<file path="src/rtl/decode_issue_buffer.sv">
// Decode issue buffer: a small in-order instruction FIFO in front of decode.
// The head is held back while a source register waits on an outstanding load.
module decode_issue_buffer #(
   parameter int unsigned DEPTH    = 4,
   parameter int unsigned PC_W     = 32,
   parameter int unsigned NUM_REGS = 32,
   localparam int unsigned RID_W   = $clog2(NUM_REGS),
   localparam int unsigned PTR_W   = $clog2(DEPTH),
   localparam int unsigned CNT_W   = PTR_W + 1
) (
   input  logic             clk,
   input  logic             reset_n,
   input  logic             in_valid,
   output logic             in_ready,
   input  logic [31:0]      in_instruction,
   input  logic [PC_W-1:0]  in_pc,
   output logic             out_valid,
   input  logic             out_ready,
   output logic [31:0]      out_instruction,
   output logic [PC_W-1:0]  out_pc,
   output logic             out_stall,
   input  logic             wb_en,
   input  logic [RID_W-1:0] wb_id,
   input  logic             flush,
   output logic [CNT_W-1:0] occupancy
);

   typedef enum logic [6:0] {
      OPC_LUI    = 7'b0110111,
      OPC_AUIPC  = 7'b0010111,
      OPC_JAL    = 7'b1101111,
      OPC_OPIMM  = 7'b0010011,
      OPC_LOAD   = 7'b0000011,
      OPC_JALR   = 7'b1100111,
      OPC_SYSTEM = 7'b1110011
   } opcode_e;

   logic [31:0]         instr_mem_q [DEPTH];
   logic [PC_W-1:0]     pc_mem_q    [DEPTH];
   logic [PTR_W-1:0]    wr_ptr_q, wr_ptr_d;
   logic [PTR_W-1:0]    rd_ptr_q, rd_ptr_d;
   logic [CNT_W-1:0]    cnt_q, cnt_d;
   logic [NUM_REGS-1:0] busy_q, busy_d;

   logic [6:0] opcode;
   logic [4:0] rd, rs1, rs2;
   logic       use_rs1, use_rs2;
   logic       rs1_busy, rs2_busy;
   logic       hazard, not_empty, push, pop, issue_load;

   assign out_instruction = instr_mem_q[rd_ptr_q];
   assign out_pc          = pc_mem_q[rd_ptr_q];
   assign occupancy       = cnt_q;

   assign opcode = out_instruction[6:0];
   assign rd     = out_instruction[11:7];
   assign rs1    = out_instruction[19:15];
   assign rs2    = out_instruction[24:20];

   always_comb begin
      use_rs1 = 1'b1;
      use_rs2 = 1'b1;
      case (opcode)
         OPC_LUI, OPC_AUIPC, OPC_JAL: begin
            use_rs1 = 1'b0;
            use_rs2 = 1'b0;
         end
         OPC_OPIMM, OPC_LOAD, OPC_JALR, OPC_SYSTEM: use_rs2 = 1'b0;
         default: ;
      endcase
   end

   // A writeback landing this cycle already unblocks its register; x0 is never scanned.
   always_comb begin
      rs1_busy = 1'b0;
      rs2_busy = 1'b0;
      for (int unsigned i = 1; i < NUM_REGS; i++) begin
         if (busy_q[i] && !(wb_en && 32'(wb_id) == i)) begin
            if (32'(rs1) == i) rs1_busy = 1'b1;
            if (32'(rs2) == i) rs2_busy = 1'b1;
         end
      end
   end

   assign hazard     = (use_rs1 && rs1_busy) || (use_rs2 && rs2_busy);
   assign not_empty  = (cnt_q != '0);
   assign in_ready   = (cnt_q < CNT_W'(DEPTH));
   assign out_valid  = not_empty && !hazard && !flush;
   assign out_stall  = not_empty && hazard;
   assign push       = in_valid && in_ready && !flush;
   assign pop        = out_valid && out_ready;
   assign issue_load = pop && (opcode == OPC_LOAD) && (rd != 5'd0);

   always_comb begin
      wr_ptr_d = wr_ptr_q;
      rd_ptr_d = rd_ptr_q;
      cnt_d    = cnt_q;
      if (flush) begin
         wr_ptr_d = '0;
         rd_ptr_d = '0;
         cnt_d    = '0;
      end else begin
         if (push) wr_ptr_d = wr_ptr_q + PTR_W'(1);
         if (pop)  rd_ptr_d = rd_ptr_q + PTR_W'(1);
         case ({push, pop})
            2'b10:   cnt_d = cnt_q + CNT_W'(1);
            2'b01:   cnt_d = cnt_q - CNT_W'(1);
            default: cnt_d = cnt_q;
         endcase
      end
   end

   // Clear first so a load issuing to the same register keeps it busy.
   always_comb begin
      busy_d = busy_q;
      for (int unsigned i = 1; i < NUM_REGS; i++) begin
         if (wb_en && 32'(wb_id) == i) busy_d[i] = 1'b0;
         if (issue_load && 32'(rd) == i) busy_d[i] = 1'b1;
      end
      busy_d[0] = 1'b0;
   end

   always_ff @(posedge clk or negedge reset_n) begin
      if (!reset_n) begin
         wr_ptr_q <= '0;
         rd_ptr_q <= '0;
         cnt_q    <= '0;
         busy_q   <= '0;
      end else begin
         wr_ptr_q <= wr_ptr_d;
         rd_ptr_q <= rd_ptr_d;
         cnt_q    <= cnt_d;
         busy_q   <= busy_d;
      end
   end

   always_ff @(posedge clk) begin
      if (push) begin
         instr_mem_q[wr_ptr_q] <= in_instruction;
         pc_mem_q[wr_ptr_q]    <= in_pc;
      end
   end

endmodule

</file>
<file path="config.mk">
export PLATFORM = sky130hd
export DESIGN_NAME = decode_issue_buffer
export DESIGN_NICKNAME = d
export VERILOG_FILES = /design/src/rtl/decode_issue_buffer.sv
export SDC_FILE = /design/constraint.sdc
export NUM_CORES = 1
export LEC_CHECK = 0
export CORE_MARGIN = 2
export CORE_UTILIZATION = 55
export DETAILED_ROUTE_END_ITERATION = 10
export DONT_BUFFER_PORTS = 1
export PLACE_DENSITY_LB_ADDON = 0.15
export SYNTH_ARGS = -nofsm -noshare
export SYNTH_HDL_FRONTEND = slang
export SYNTH_SLANG_ARGS = --single-unit
</file>
<file path="constraint.sdc">
create_clock -name clk -period 4.85 [get_ports clk]
set_input_delay 1.455 -clock clk [delete_from_list [all_inputs] [get_ports clk]]
set_output_delay 1.455 -clock clk [all_outputs]
set_load 0.03 [all_outputs]
</file>
# Word-level counts from Yosys, hierarchy flattened
# Memories as Yosys holds them, arrays and structs flattened.
# Index checks and enable logic that the tools add are counted.
# totals
register_bits	38
ram_bits	256
elab_cells	545
memories	2
# mem_list
name	words	width	read_ports	rd_clocked_by_memory_dff	write_ports	line_no	text
instr_mem_q	4	32	1	0	1	38	logic [31:0] instr_mem_q [DEPTH];
pc_mem_q	4	32	1	0	1	39	logic [PC_W-1:0] pc_mem_q [DEPTH];
# classes
n_addsub	4
magnitude_cmp	1
n_eq_ne	133
n_mux	196
n_reduce_logical	175
# ops
operator	n
5-bit == test, second input constant	64
1-bit 2-to-1 mux	190
5-bit by 4-bit == test with 1-bit output, second input constant	32
1-bit logical AND	103
5-bit by 3-bit == test with 1-bit output, second input constant	16
2-bit nonzero test	33
5-bit by 2-bit == test with 1-bit output, second input constant	8
1-bit zero test	33
7-bit == test, second input constant	3
5-bit by 1-bit == test with 1-bit output, second input constant	4
7-bit by 5-bit == test with 1-bit output, second input constant	2
2-bit 2-to-1 mux	4
7-bit by 2-bit == test with 1-bit output, second input constant	1
7-bit by 6-bit == test with 1-bit output, second input constant	1
7-bit OR reduction	1
3-bit case mux with 2 select lines	1
3-bit nonzero test	2
5-bit nonzero test	1
2-bit by 1-bit adder with 2-bit output, second input constant	2
3-bit by 1-bit adder with 3-bit output, second input constant	1
3-bit less-than comparator, second input constant	1
3-bit 2-to-1 mux	1
3-bit OR reduction	1
3-bit by 1-bit subtractor with 3-bit output, second input constant	1
other kinds (3)	3

# Depth between registers and ports, before layout
# Gate-level depths: netlist of the first run.
# depth
ltp_word	75
ltp_mapped	18
mapped_depth_nobuf	13

# Worst setup path before layout of the first run
# No wires, ideal clock.
# synth_path
path_kind	input-to-output
start	in wb_id[2]
end	out out_valid
arrival_ns	3.789
path_slack_ns	-0.394
path_stages	8
n_path_buf	0
path_cell_list	or4b_1 > o21ai_1 > mux2i_1 > a31o_1 > nor2b_1 > a2111oi_2 > o32ai_2 > nor3_1
# synth_between
elab_chain_cells	70
# synth_rtl
item	line_no	text
start: declaration	23	input logic [RID_W-1:0] wb_id,
5-bit by 1-bit == test with 1-bit output	78	if (busy_q[i] && !(wb_en && 32'(wb_id) == i)) begin
1-bit logical AND	78	
1-bit zero test	78	
1-bit logical AND	78	
1-bit 2-to-1 mux	78	
1-bit 2-to-1 mux, on equally long branches	79, 80	
1-bit 2-to-1 mux	78	
1-bit 2-to-1 mux, on equally long branches	79, 80	
[... 53 more ...]	--	
1-bit 2-to-1 mux, on equally long branches	79, 80	
1-bit 2-to-1 mux	78	
1-bit 2-to-1 mux, on equally long branches	79, 80	
1-bit 2-to-1 mux	78	
1-bit logical AND	85	assign hazard = (use_rs1 && rs1_busy) || (use_rs2 && rs2_busy);
1-bit logical OR (*)	85	
1-bit zero test (*)	88	assign out_valid = not_empty && !hazard && !flush;
1-bit logical AND (*) (2 in a row)	88	
end: declaration	17	output logic out_valid,
# Mark *: on every way between the ends. The rest lies on a longest branch, timed or not.

# Worst setup path in the final report of the first run
# layout_path
start	reg rd_ptr_q[0]
end	out out_stall
# layout_between
elab_chain_cells	67
# layout_rtl
item	line_no	text
start: declaration	41	logic [PTR_W-1:0] rd_ptr_q, rd_ptr_d;
start signal: assignment	131	rd_ptr_q <= rd_ptr_d;
memory 4 x 32 bit (*)	--	
5-bit by 1-bit == test with 1-bit output, on equally long branches	79, 80	
1-bit 2-to-1 mux, on equally long branches	79, 80	
1-bit 2-to-1 mux	78	
1-bit 2-to-1 mux, on equally long branches	79, 80	
1-bit 2-to-1 mux	78	
1-bit 2-to-1 mux, on equally long branches	79, 80	
1-bit 2-to-1 mux	78	
[... 51 more ...]	--	
1-bit 2-to-1 mux	78	
1-bit 2-to-1 mux, on equally long branches	79, 80	
1-bit 2-to-1 mux	78	
1-bit 2-to-1 mux, on equally long branches	79, 80	
1-bit 2-to-1 mux	78	
1-bit logical AND	85	
1-bit logical OR (*)	85	
1-bit logical AND (*)	89	assign out_stall = not_empty && hazard;
end: declaration	21	output logic out_stall,
# Marked as above.

==> run summary, run 1 <==
The total standard cell area after synthesis is 12120 µm², and the average wire per standard cell is 25.92 µm. The peak per-stage delay on the critical path is 670 ps, and the clock tree buffer depth is 3. The final critical-path required period was 4950 ps. IR analysis of the VDD net gives a maximum drop of 0.3511 mV. The logs give 27.26 mm for the post-detailed-routing wire length and 1052 for the final cell count without fillers. The min-delay analysis places its worst path in the category flip-flop to flip-flop.

The worst register-to-register path ends at occupancy[1]. The clock arrives with 13.53 ps of skew. The synthesized design spends more area on one cell type than any other, namely sky130_fd_sc_hd__edfxtp_1. The tools report the setup slack of the critical path after layout as -100.3 ps. Measured along the x axis, the die boundary spans 152.4 µm. The CTS clock-pin slew for the worst setup and hold paths works out to 60 ps. Counting flops with a built-in enable in the synthesized netlist gives 256. The wire length the detailed router placed on met1 came out at 10.58 mm.

Together, buffers and inverters on the worst path number 4. Setup repair after global routing could not meet its margin everywhere. The tree is rooted in a sky130_fd_sc_hd__clkbuf_16. The number of levels the H-tree was split into is 1. Power density of the placed cells: 475.2 nW/µm². The detailed-route vias per instance is 6.261. The finished cells cover 14130 µm².

The overall power consumption is 6.714 mW. The critical path crosses 12 cells after its start point. TritonCTS created 29 clock buffers. Sequential cells were found to cover 71.29% of the synthesized design area. The worst register-to-register path has a setup slack of 700 ps. Entering global routing, the biggest net connects 65 pins. The logs give 54 for the count of standard-cell rows and 13.49 mm for the wire length on met2. The startpoint identified for the worst register-to-register timing path is rd_ptr_q[0]. For this run, the post-layout net count is 832.

Yosys attributes the largest share of cell area to sky130_fd_sc_hd__edfxtp_1 (63%), sky130_fd_sc_hd__mux4_2 (11%), sky130_fd_sc_hd__dfrtp_1 (7.8%). The max-cap violation count was 0. Counting flops and latches in the post-synthesis netlist gives 294. For hold timing, the worst endpoint is busy_q[3]. For the number of nets in the synthesized netlist, the log shows 736. TritonCTS built the clock tree.

Measured along the y axis, the die boundary spans 152.4 µm. Data arrives at the worst endpoint at 3500 ps. For the Yosys warning count, the log shows 0.

The most frequently used flop master after synthesis was sky130_fd_sc_hd__edfxtp_1. For this run, the total global-route usage over all layers was measured as 23.89%. The tools report the headroom to the max-slew limit as 32.54%.

The cell with the most instances after synthesis was sky130_fd_sc_hd__edfxtp_1. During I/O placement, the number of pins put on the boundary was 145. The run gives 21760 µm² as the core box area.

In the synthesized netlist, the cells that appear most often are sky130_fd_sc_hd__edfxtp_1 (256), sky130_fd_sc_hd__mux4_2 (61), sky130_fd_sc_hd__dfrtp_1 (38). Broken down by cell family, the worst path's largest delay share belongs to compound AO/OA/AOI/OAI gates. On the final layout, the worst hold slack is 501.8 ps. For the antenna diode count, the log shows 0. The critical path goes through buf_12, mux4_2, xnor2_2, buf_4, o311a_1, o21ai_1, o22ai_1, nor4_2, buf_4, o32ai_4, buf_4, nor2b_4. The total count of hold-check failures in the final report is 0, and the number of different library cells in the post-synthesis netlist is 70.

The sink count of the clock tree came out at 294. Synthesis produced a netlist whose cell count is 656. Number of DRC violations after detailed-routing iteration 0: 470. The clock reaches the later pin of the worst-skew pair after 560 ps. Of all nets on the critical path, the largest fanout is 7.

The final reports fail on negative setup slack. The slew at the pin closest to its max-slew limit works out to 1012 ps. The kind of end point of the critical path is a primary output. Relative to the synthesized area, the layout overhead comes to 16.59%.

For the final estimated routing congestion in global placement, the log shows 0.9227. The final count of pins violating max slew was 0; the synthesized area per cell was 18.47 µm². In this run the most critical hold path is launched from busy_q[3]. The die covers 23230 µm². Quantity of I/O buffers inserted on ports: 0. The depth of the worst register-to-register path came out at 16.

Of the available clock period, the critical path in the final layout requires 102.1%. For the vias after detailed routing, the log shows 6587. The first-pass GRT wire length was 42.28 mm; the number of setup violations in the final report was 2. Once placement finished, the instance area stood at 12940 µm².

The total overflow left after global routing is 0. Of all flip-flops after synthesis, the portion carrying an async set or reset was 12.93%. The slowest stage of the critical path belongs to the cell sky130_fd_sc_hd__mux4_2. The HPWL after detailed placement is 17.78 mm.

The number of antenna violations at the first check in global routing was 0. The tools report the initial core utilization as 55.69%. The count of nets left with antenna violations once routing finished came out at 0. The final routed DRC violation total was 0.

For the worst setup path, the data required time is 3390 ps. The cell depth of the worst hold path is 2. The flow ran to the end, but the final reports show violations. Including well taps, the total number of placed cells is 982. The tools report the leakage power as 4.768 nW. The startpoint-to-endpoint class of the critical path is flip-flop to primary output. The routed design uses 2.145 mm of met3 wire.

The ratio of cells with drive above 1 in the final layout came out at 30.44%. The highest layer touched by signal routing is met4. Worst setup slack after placement: -130.1 ps. Top cell type's share of synthesized area: 63.44%. For the number of global-route vias before repair, the log shows 7079. The first TritonRoute pass finished after 4 iterations. The count of filler cells inserted in the layout is 1526. The most numerous cell type found on the critical path is sky130_fd_sc_hd__buf_4. STA classifies the critical path startpoint as a flip-flop. Based on the critical path, the design can be clocked at up to 202.0 MHz.
## placed cells by master (no fill, tap or decap), types with 3 or more instances in the layout
cell                        instances
sky130_fd_sc_hd__edfxtp_1         256
sky130_fd_sc_hd__buf_4             87
sky130_fd_sc_hd__mux4_2            62
sky130_fd_sc_hd__o21ai_1           38
sky130_fd_sc_hd__dfrtp_1           36
sky130_fd_sc_hd__o21ai_0           29
sky130_fd_sc_hd__clkbuf_16         29
sky130_fd_sc_hd__nor2_1            21
sky130_fd_sc_hd__mux2i_1           19
sky130_fd_sc_hd__nand2_1           17
sky130_fd_sc_hd__nand2b_1          10
sky130_fd_sc_hd__inv_1              9
sky130_fd_sc_hd__clkbuf_1           9
sky130_fd_sc_hd__nor2b_1            8
sky130_fd_sc_hd__nor3_1             7
sky130_fd_sc_hd__xnor2_1            6
sky130_fd_sc_hd__clkinv_1           6
sky130_fd_sc_hd__nand3b_1           5
sky130_fd_sc_hd__a31oi_1            4
sky130_fd_sc_hd__a21oi_1            4
sky130_fd_sc_hd__and3_4             4
sky130_fd_sc_hd__ha_1               4
sky130_fd_sc_hd__buf_12             4
sky130_fd_sc_hd__mux4_1             3
sky130_fd_sc_hd__nand4b_1           3
sky130_fd_sc_hd__o211ai_1           3
sky130_fd_sc_hd__o2111ai_1          3
sky130_fd_sc_hd__xnor2_2            3
sky130_fd_sc_hd__mux2_2             3
sky130_fd_sc_hd__or3_1              3
sky130_fd_sc_hd__clkinv_2           3
sky130_fd_sc_hd__buf_6              3
## worst reg2reg max path: cells and delay by family, from the launching register on
kind            cells  cell delay (ps)
mux                 2              960
fa+ha+maj           1              420
compound gates      4              700
buf+inv             5              750
flops               1              440
xor+xnor            1              210
simple gates        3              560
## layout make-up
type / count / area [µm²] / area share (%)
Sequential cell: 294 / 8646 / 61.20
Multi-Input combinational cell: 323 / 3452 / 24.44
Timing Repair Buffer: 95 / 782.0 / 5.535
Clock buffer: 38 / 759.5 / 5.376
Tap cell: 280 / 350.3 / 2.480
Clock inverter: 13 / 103.9 / 0.7351
Inverter: 9 / 33.78 / 0.2391
## how the worst max path moves through the flow
stage	start	endpoint	slack [ps]
final	rd_ptr_q[0]	out_stall	-100
after global routing	rd_ptr_q[0]	out_valid	-250
after floorplan	wb_id[2]	out_valid	9
after global placement	wb_id[2]	out_valid	-130
after detailed placement	wb_id[2]	out_valid	-130
after CTS	rd_ptr_q[0]	out_valid	-110
## logic make-up (layout without fill, tap and decap cells)
group | after synthesis | count (layout) | synth area share (%)
adders and majority gates | 5 | 5 | 0.5783
DFF | 294 | 294 | 71.29
and+or+nand+nor | 105 | 105 | 5.597
muxes | 89 | 90 | 14.12
buffers and inverters | 40 | 155 | 1.838
xor gates and xnor gates | 9 | 9 | 0.6506
AOI/OAI and AO/OA | 114 | 114 | 5.927
## layer usage
metal,vias to the layer above,GRT usage [%]
met4,0,8.157
met3,65,6.570
met2,229,39.70
met5,-,0
li1,2879,-
met1,3414,30.92
## timing repair
action	CTS	global route
buffers inserted	12	6
resized for setup	17	14
hold buffers	0	0
endpoints found under the setup margin	2	2
pin swaps	5	7
gates cloned	1	0
hold endpoints to repair	0	0
## report_power, final
part	switching [mW]	internal, mW
sequential	0.0777	2.92
combinational	1.05	0.621
clock	0.881	1.15
## state kept, by name, summed over array words and instances (netlist names)
name / count
rd_ptr_q: 2
busy_q: 31
occupancy: 3
instr_mem_q: 128
wr_ptr_q: 2
pc_mem_q: 128
## per-stage QoR
step	util, %	TNS (ps)
CTS	64.40	-212.8
global placement	59.47	-246.0
floorplan	-	0
global route	64.94	-494.2
finish	64.94	-199.3
detailed placement	59.47	-212.6
No activity file was read; power rests on OpenSTA's default activity.
==> run 2: changes to the inputs <==
--- a/config.mk
+++ b/config.mk
@@ -9,7 +9,7 @@
 export CORE_UTILIZATION = 55
 export DETAILED_ROUTE_END_ITERATION = 10
 export DONT_BUFFER_PORTS = 1
-export PLACE_DENSITY_LB_ADDON = 0.15
+export PLACE_DENSITY = 0.67
 export SYNTH_ARGS = -nofsm -noshare
 export SYNTH_HDL_FRONTEND = slang
 export SYNTH_SLANG_ARGS = --single-unit
==> run summary, run 2 (synthesis gave the netlist of run 1 again) <==
The flow ran to the end, but the final reports show violations. The checks that failed: negative setup slack. The initial core utilization is 55.69%, and the ratio of cells with drive above 1 in the final layout is 29.92%. The die height was 152.4 µm; the worst supply voltage drop on vdd was 0.4191 mV. The run gives 0 as the hold-fix buffer count after cts. The worst pin sits at a relative slew slack of 29.25%.

The power density of the placed cells was 483.8 nW/µm². The detailed-route vias per instance was 6.170. TritonCTS built the clock tree. For this design the static power due to leakage is 4.780 nW. The setup slack of the critical path after layout is -91.71 ps.

No sink is reached through more buffers than the 3 on the longest clock path. The tools report the post-detailed-routing wire length as 27.48 mm. For the final database, setup skew stands at 10.78 ps. Data arrives at the worst endpoint at 3490 ps. Number of buffers inserted during clock tree synthesis: 30. In the layout the commonest cells are sky130_fd_sc_hd__edfxtp_1 (256), sky130_fd_sc_hd__buf_4 (83), sky130_fd_sc_hd__mux4_2 (61), sky130_fd_sc_hd__o21ai_1 (41), sky130_fd_sc_hd__dfrtp_1 (36). The core box area was 21760 µm²; the antenna diode count was 0.

The synthesis-to-layout area growth is 16.83%, and the worst setup slack after placement is -158.8 ps. Hold slack: 533.3 ps. The number of levels the H-tree was split into is 1. The kind of end point of the critical path is a primary output.

The largest registers in the layout are instr_mem_q x128, pc_mem_q x128, busy_q x31. The final count of pins violating max slew is 0, and the slew at the pin closest to its max-slew limit is 1061 ps. STA puts the critical path data required time at 3390 ps. After detailed routing, the average wire length per cell comes to 26.12 µm. The run gives 18.00 mm as the total half-perimeter wirelength after legalization and detailed placement. In this run the remaining antenna-violating nets after routing total 0. The max-cap violation count came out at 0. For this run, the top clock speed supported by timing is 202.4 MHz.

The placed instances occupy a cell area of 12940 µm². The run gives 6491 as the vias after detailed routing. In this run the worst path has a maximum fanout of 6.

The logs give 0 for the final routed DRC violation total and 2 for the number of setup violations in the final report. The total overflow reported by the global router is 0. In this run the clock root is driven by a sky130_fd_sc_hd__clkbuf_16. The critical path is of the flip-flop to primary output type. The insertion delay of the later-clocked pin in the worst-skew pair was 550 ps. The tools report the final design instance area without fill as 14160 µm². Entering global routing, the biggest net connects 65 pins. Number of antenna violations at the first check in global routing: 0. The final critical-path required period was 4942 ps; the number of nets in the final layout was 831.

STA classifies the critical path startpoint as a flip-flop. The first global-routing pass estimated 41.53 mm of wire. The worst hold path belongs to the class flip-flop to flip-flop. The first routing iteration left 545 violations. The area of the die is 23230 µm². The number of global-route vias before repair is 6881.

During I/O placement, the number of pins put on the boundary was 145. Overall power consumption: 6.848 mW. For this run, the total global-route usage over all layers was measured as 23.57%.

The iteration count of the initial detailed-routing pass is 4, and the die extent in x is 152.4 µm. Summed over all failing endpoints, the final setup total negative slack is -165.8 ps. For this design, the sink count on the clock tree is 294. The quantity of I/O buffers inserted on ports is 0. The final estimated routing congestion in global placement was 0.9680. Setup repair after global routing could not meet its margin everywhere. The floorplan has 54 rows. The CTS clock-pin slew for the worst setup and hold paths works out to 60 ps.

The share of the clock period used by the worst path works out to 101.9%. Leaving out fill and tap cells, the most frequent cell in the layout is sky130_fd_sc_hd__edfxtp_1. The tools report the total count of hold-check failures in the final report as 0.
[run 2: area by class of cell]
type,instances,area [µm²]
multi-input cells,322,3386
repair buffers,94,812.0
fillers,1540,7600
clock buffers,36,794.5
clock inverters,17,133.9
flip-flops and latches,294,8646
well taps,280,350.3
inverters,9,33.78
[run 2: worst paths after layout]
check                                 start            to  slack (ps)  cells past startpoint
worst max-delay path            rd_ptr_q[0]     out_stall         -90                     10
max in group asynchronous           reset_n   rd_ptr_q[1]        4150                      0
min in group asynchronous           reset_n     busy_q[3]         600                      0
worst min-delay path             busy_q[12]    busy_q[12]         530                      2
worst max register to register  rd_ptr_q[0]  occupancy[1]         760                     15
worst min register to register   busy_q[12]    busy_q[12]         530                      2
[run 2: repair_timing]
item / 4_1_cts / 5_1_grt
buffers inserted: 15 / 4
pin swaps: 5 / 3
endpoints found under the setup margin: 2 / 2
endpoints found under the hold margin: 0 / 0
resized for setup: 15 / 13
[run 2: per-layer routing]
| metal | wire length [µm] | part of all wire, % | vias to the layer above | GRT usage [%] |
|---|---|---|---|---|
| li1 | - | - | 2867 | - |
| met1 | 10940 | 40 | 3358 | 30.99 |
| met2 | 13500 | 49 | 208 | 38.82 |
| met3 | 2142 | 7.8 | 58 | 6.684 |
| met4 | 904 | 3.3 | 0 | 7.407 |
| met5 | 0 | 0 | - | 0 |
[run 2: worst max-delay path, cell delays in order (launching register included)]
cell	delay (ps)
sky130_fd_sc_hd__dfrtp_4	530
sky130_fd_sc_hd__buf_12	140
sky130_fd_sc_hd__mux4_2	620
sky130_fd_sc_hd__buf_6	180
sky130_fd_sc_hd__mux2_2	280
sky130_fd_sc_hd__o22a_1	210
sky130_fd_sc_hd__nor2_2	140
sky130_fd_sc_hd__a2111oi_4	80
sky130_fd_sc_hd__o32ai_4	370
sky130_fd_sc_hd__buf_6	150
sky130_fd_sc_hd__nor2b_4	230
[run 2: power by group]
group / leakage [nW] / switching, mW / internal (mW)
Combinational: 1.49 / 1.04 / 0.625
Clock: 0.449 / 0.911 / 1.26
Sequential: 2.85 / 0.0859 / 2.93
[run 2: stage by stage]
stage | utilization, % | cells
floorplan | - | 656
CTS | 64.75 | 1048
finish | 65.07 | 1052
global route | 65.07 | 1052
detailed placement | 59.46 | 980
global placement | 59.46 | 980
